`src/rtl/ripple_seq_pkg.sv`:
```
`default_nettype none
// ripple_seq_pkg: shared state encoding and mode constants for the ripple
// sequencer controller and its prescaler.
package ripple_seq_pkg;

   typedef enum logic [1:0] {
      IDLE = 2'd0,
      RUN  = 2'd1,
      HOLD = 2'd2,
      DONE = 2'd3
   } state_t;

   localparam logic ONE_SHOT    = 1'b0;
   localparam logic AUTO_RELOAD = 1'b1;
   localparam logic DIR_UP      = 1'b0;
   localparam logic DIR_DOWN    = 1'b1;

endpackage
`default_nettype wire

```
`src/rtl/ripple_seq_prescaler.sv`:
```
`default_nettype none
// ripple_seq_prescaler: divides the run enable down to one step pulse every
// prescale+1 enabled cycles; holds its phase while en is low.
module ripple_seq_prescaler #(
   parameter int PRE_W = 8
) (
   input  logic             clk,
   input  logic             rst,
   input  logic             clr,
   input  logic             en,
   input  logic [PRE_W-1:0] prescale,
   output logic             step
);

   logic [PRE_W-1:0] r_cnt;

   // Step is combinational so the controller acts on it in the same edge
   // that restarts the phase counter.
   assign step = en && (r_cnt == prescale);

   always_ff @(posedge clk) begin
      if (rst || clr) begin
         r_cnt <= '0;
      end else if (en) begin
         if (step) begin
            r_cnt <= '0;
         end else begin
            r_cnt <= r_cnt + 1'b1;
         end
      end
   end

endmodule
`default_nettype wire

```
`src/rtl/ripple_seq_ctrl.sv`:
```
`default_nettype none
// ripple_seq_ctrl: commandable synchronous count sequencer with prescaler,
// up/down direction, terminal limit and one-shot / auto-reload modes.
module ripple_seq_ctrl
   import ripple_seq_pkg::*;
#(
   parameter int WIDTH = 4,
   parameter int PRE_W = 8
) (
   input  logic             clk,
   input  logic             rst,
   input  logic             cfg_we,
   input  logic [WIDTH-1:0] cfg_limit,
   input  logic [PRE_W-1:0] cfg_prescale,
   input  logic             cfg_reload,
   input  logic             cfg_down,
   input  logic             start,
   input  logic             stop,
   input  logic             pause,
   output logic [WIDTH-1:0] count,
   output logic             tick,
   output logic             done,
   output logic             wrap,
   output logic             busy,
   output logic             cfg_err
);

   state_t           r_state;
   logic [WIDTH-1:0] r_limit;
   logic [PRE_W-1:0] r_prescale;
   logic             r_reload;
   logic             r_down;
   logic [WIDTH-1:0] r_count;
   logic             r_tick;
   logic             r_done;
   logic             r_wrap;
   logic             r_busy;
   logic             r_cfg_err;

   logic             w_active;
   logic             w_step_en;
   logic             w_clr;
   logic             w_step;
   logic [WIDTH-1:0] w_start_val;
   logic [WIDTH-1:0] w_term_val;

   assign w_active    = (r_state == RUN) || (r_state == HOLD);
   // Stop and pause both outrank a step that happens to be due this cycle.
   assign w_step_en   = w_active && !stop && !pause;
   assign w_clr       = start && !w_active;
   assign w_start_val = (r_down == DIR_DOWN) ? r_limit : '0;
   assign w_term_val  = (r_down == DIR_DOWN) ? '0 : r_limit;

   ripple_seq_prescaler #(
      .PRE_W(PRE_W)
   ) u_prescaler (
      .clk      (clk),
      .rst      (rst),
      .clr      (w_clr),
      .en       (w_step_en),
      .prescale (r_prescale),
      .step     (w_step)
   );

   always_ff @(posedge clk) begin
      if (rst) begin
         r_state    <= IDLE;
         r_limit    <= '0;
         r_prescale <= '0;
         r_reload   <= ONE_SHOT;
         r_down     <= DIR_UP;
         r_count    <= '0;
         r_tick     <= 1'b0;
         r_done     <= 1'b0;
         r_wrap     <= 1'b0;
         r_busy     <= 1'b0;
         r_cfg_err  <= 1'b0;
      end else begin
         r_tick    <= 1'b0;
         r_done    <= 1'b0;
         r_wrap    <= 1'b0;
         r_cfg_err <= 1'b0;

         // A start in the same cycle as a write still uses the old config.
         if (cfg_we) begin
            if (w_active) begin
               r_cfg_err <= 1'b1;
            end else begin
               r_limit    <= cfg_limit;
               r_prescale <= cfg_prescale;
               r_reload   <= cfg_reload;
               r_down     <= cfg_down;
            end
         end

         case (r_state)
            IDLE, DONE: begin
               if (start) begin
                  r_state <= RUN;
                  r_busy  <= 1'b1;
                  r_count <= w_start_val;
               end
            end
            RUN, HOLD: begin
               if (stop) begin
                  r_state <= IDLE;
                  r_busy  <= 1'b0;
               end else if (pause) begin
                  r_state <= HOLD;
               end else begin
                  r_state <= RUN;
                  if (w_step) begin
                     r_tick <= 1'b1;
                     if (r_count == w_term_val) begin
                        if (r_reload == AUTO_RELOAD) begin
                           r_count <= w_start_val;
                           r_wrap  <= 1'b1;
                        end else begin
                           r_state <= DONE;
                           r_busy  <= 1'b0;
                           r_done  <= 1'b1;
                        end
                     end else if (r_down == DIR_DOWN) begin
                        r_count <= r_count - 1'b1;
                     end else begin
                        r_count <= r_count + 1'b1;
                     end
                  end
               end
            end
            default: begin
               r_state <= IDLE;
               r_busy  <= 1'b0;
            end
         endcase
      end
   end

   assign count   = r_count;
   assign tick    = r_tick;
   assign done    = r_done;
   assign wrap    = r_wrap;
   assign busy    = r_busy;
   assign cfg_err = r_cfg_err;

endmodule
`default_nettype wire

```
`config.mk`:
```
export PLATFORM = sky130hd
export DESIGN_NAME = ripple_seq_ctrl
export DESIGN_NICKNAME = d
export VERILOG_FILES = /design/src/rtl/ripple_seq_pkg.sv /design/src/rtl/ripple_seq_prescaler.sv /design/src/rtl/ripple_seq_ctrl.sv
export SDC_FILE = /design/constraint.sdc
export NUM_CORES = 1
export LEC_CHECK = 0
export BUFFER_PORTS_ARGS = -buffer_cell sky130_fd_sc_hd__buf_2
export CAP_MARGIN = 20
export CORE_MARGIN = 2
export CORE_UTILIZATION = 55
export CTS_CLUSTER_DIAMETER = 200
export CTS_CLUSTER_SIZE = 8
export DETAILED_ROUTE_END_ITERATION = 16
export PLACE_DENSITY = 0.79
export SLEW_MARGIN = 20
export SYNTH_ARGS = -nofsm -noshare
export SYNTH_HDL_FRONTEND = slang
export SYNTH_HIERARCHICAL = 1
export SYNTH_SLANG_ARGS = --single-unit
```
`constraint.sdc`:
```
create_clock -name clk -period 2.85 [get_ports clk]
set_input_delay 0.285 -clock clk [delete_from_list [all_inputs] [get_ports clk]]
set_output_delay 0.285 -clock clk [all_outputs]
set_load 0.02 [all_outputs]
```
==> flow_summary.json <==
{
  "drv_cap": 0,
  "min_period_ns": 2.15,
  "core_area_sq_um": 3000,
  "grt_overflow": 0,
  "ys.flop_type": "dfxtp_1",
  "drt_iter0_markers": 46,
  "hpwl_um": 2410,
  "synth_cell_types": 47,
  "worstPathMaxFanout": 9,
  "grt_pass1_vias": 1323,
  "slowest_stage": "dfxtp_1",
  "cts_resized": 0,
  "synth_top_family_by_area": "simple AND/OR/NAND/NOR gates",
  "cts_tree": "built",
  "grt_antenna_before_repair": 0,
  "via_per_inst": 5.47,
  "final_net_count": 250,
  "final_common_cell": "nand2_1",
  "synth-simple-area-share": 0.258,
  "synthCells": 197,
  "synth_fa_ha_area_frac": 0.0335,
  "crit_path_cell_trace": "xnor2_2 -> nor3_2 -> nand2_1 -> nor3_1 -> nor2_1 -> a211oi_4 -> nor2_1 -> a311oi_1",
  "min_period_over_period": 0.755,
  "syn_area_per_cell_sq_um": 8.73,
  "clkTransAtPathRegs_ns": 0.11,
  "p_leak_nw": 0.776,
  "fin_area_sq_um": 1950,
  "cp.arrival_ns": 2.41,
  "slowest_delay_ns": 0.42,
  "drtAntennaViolNets": 0,
  "gp_congestion": 0.845,
  "hold_class": "in -> reg",
  "dieArea_sq_um": 3590,
  "grtUsageTotal": 0.220,
  "io_buffers": 28,
  "endpoint_kind": "flop",
  "crit_type": "reg -> reg",
  "p_per_area_nw_per_um2": 558,
  "drc": 0,
  "clock_path_buffers": 2,
  "cp_top_family": "simple AND/OR/NAND/NOR gates",
  "tightestPinTransition_ns": 0.564,
  "post_drt_wl_per_cell_um": 12.9,
  "crit_path_frequent_cell": "nor2_1",
  "cp_num_buf_inv": 0,
  "initial_core_util": 0.573,
  "post_cts_buffers": 0,
  "routed_wl_um": 3340,
  "async_flop_share": 0,
  "yosys_warnings": 6,
  "cts_root_buffer": "clkbuf_4",
  "cp-start-kind": "flop",
  "fp.dieH_um": 59.9,
  "grt_pass1_wl_um": 5840,
  "slew_headroom": 0.624,
  "htreeDepth": 2,
  "postPlaceCellArea_sq_um": 1870,
  "ys_seq_area_frac": 0.384,
  "totalPowerFinal_w": 0.00109,
  "syn-num-nets": 221,
  "finalHoldViolations": 0,
  "vdd_drop_max_mv": 0.327,
  "synth_area_sq_um": 1720,
  "fin_tns_setup_ns": 0,
  "diodes": 0,
  "synth_compound_area_frac": 0.168,
  "slew_viol_final": 0,
  "clock_sinks": 33,
  "ys_ff_latch": 33,
  "final_cell_mix": "nand2_1, dfxtp_1, buf_2",
  "drive_gt1_frac": 0.211,
  "crit_required_ns": 3.11,
  "cts_buffers": 5,
  "rsz0062_at_grt": "no",
  "cts_hold_buf": 0,
  "dr.pass1.iters": 4,
  "skew_ns": 0.0105,
  "setup_violations": 0,
  "row_count": 20,
  "clk_latency_ns": 0.35,
  "grt_max_degree": 25,
  "synth_edf_count": 0,
  "ios": 29,
  "outcome": "finished clean",
  "vias": 1422,
  "die_x_um": 59.9,
  "fillers": 269,
  "area_growth_pct": 13.5,
  "fmax_mhz": 465,
  "synth-xor-area-share": 0.111,
  "muxShareOfSynthArea": 0.0116
}
## layer usage
metal	vias to the layer above	GRT usage	part of all wire
li1	739	-	-
met3	7	0.0628	0.043
met5	-	0	0
met2	31	0.349	0.48
met1	645	0.275	0.46
met4	0	0.102	0.018
## worst min-delay path, stage by stage
cell and delay (ns):
buf_2 0.09, nand2_1 0.04, a21oi_1 0.05
## metrics by stage
step                      hold WS, ns  instances  worst slack (ns)   util
after floorplan                 0.357        197             0.775      -
after global placement          0.460        252             0.787  0.622
after detailed placement        0.462        252             0.725  0.622
after CTS                       0.142        260             0.694  0.650
after global routing            0.137        260             0.397  0.650
final                           0.158        260             0.698  0.650
## cells in the mapped netlist, types with 2 or more instances
master	n	area share
a21oi_1	18	0.052
nand4_1	3	0.011
ha_1	3	0.022
nand2_1	37	0.081
nor3_2	2	0.012
a311oi_1	3	0.015
nor2b_1	2	0.0073
clkbuf_1	4	0.0087
inv_1	4	0.0087
xor2_1	4	0.020
xnor2_1	16	0.081
buf_6	2	0.013
mux2i_1	2	0.012
dfxtp_1	33	0.38
nand3_1	7	0.020
nor3_1	3	0.0087
and2_1	3	0.011
and3_1	2	0.0073
nor2_1	21	0.046
## cell type report
type                    instances  area (sq um)  area share
multi-input cells             153          1000       0.513
flip-flops and latches         33           661       0.338
repair buffers                 29           148      0.0756
clock buffers                   7          55.1      0.0282
well taps                      33          41.3      0.0212
clock inverters                 1          30.0      0.0154
inverters                       4          15.0     0.00769
## power by group
group | internal (W) | switching (W)
registers | 0.000484 | 0.0000306
clock network | 0.000209 | 0.000165
logic | 0.0000834 | 0.000117
## sequential cells by signal (all words and copies together) (netlist names), 2 cells and up
name and count:
r_prescale 8, u_prescaler/r_cnt 8, count 4, r_limit 4
r_state 2
## path summary, 6_finish.rpt
| kind | start | endpoint | slack (ns) | cells past startpoint |
|---|---|---|---|---|
| max | r_state[1] | count[2] | 0.70 | 8 |
| min | cfg_prescale[3] | r_prescale[3] | 0.16 | 3 |
| max reg2reg | r_state[1] | count[2] | 0.70 | 8 |
| min reg2reg | r_prescale[6] | r_prescale[6] | 0.47 | 2 |
## cell families after synthesis
family,Yosys count
xor gates and xnor gates,21
AOI/OAI and AO/OA,36
DFF,33
muxes,2
and+or+nand+nor,90
adders and majority gates,4
buffers and inverters,11
No activity file was read; power rests on OpenSTA's default activity.
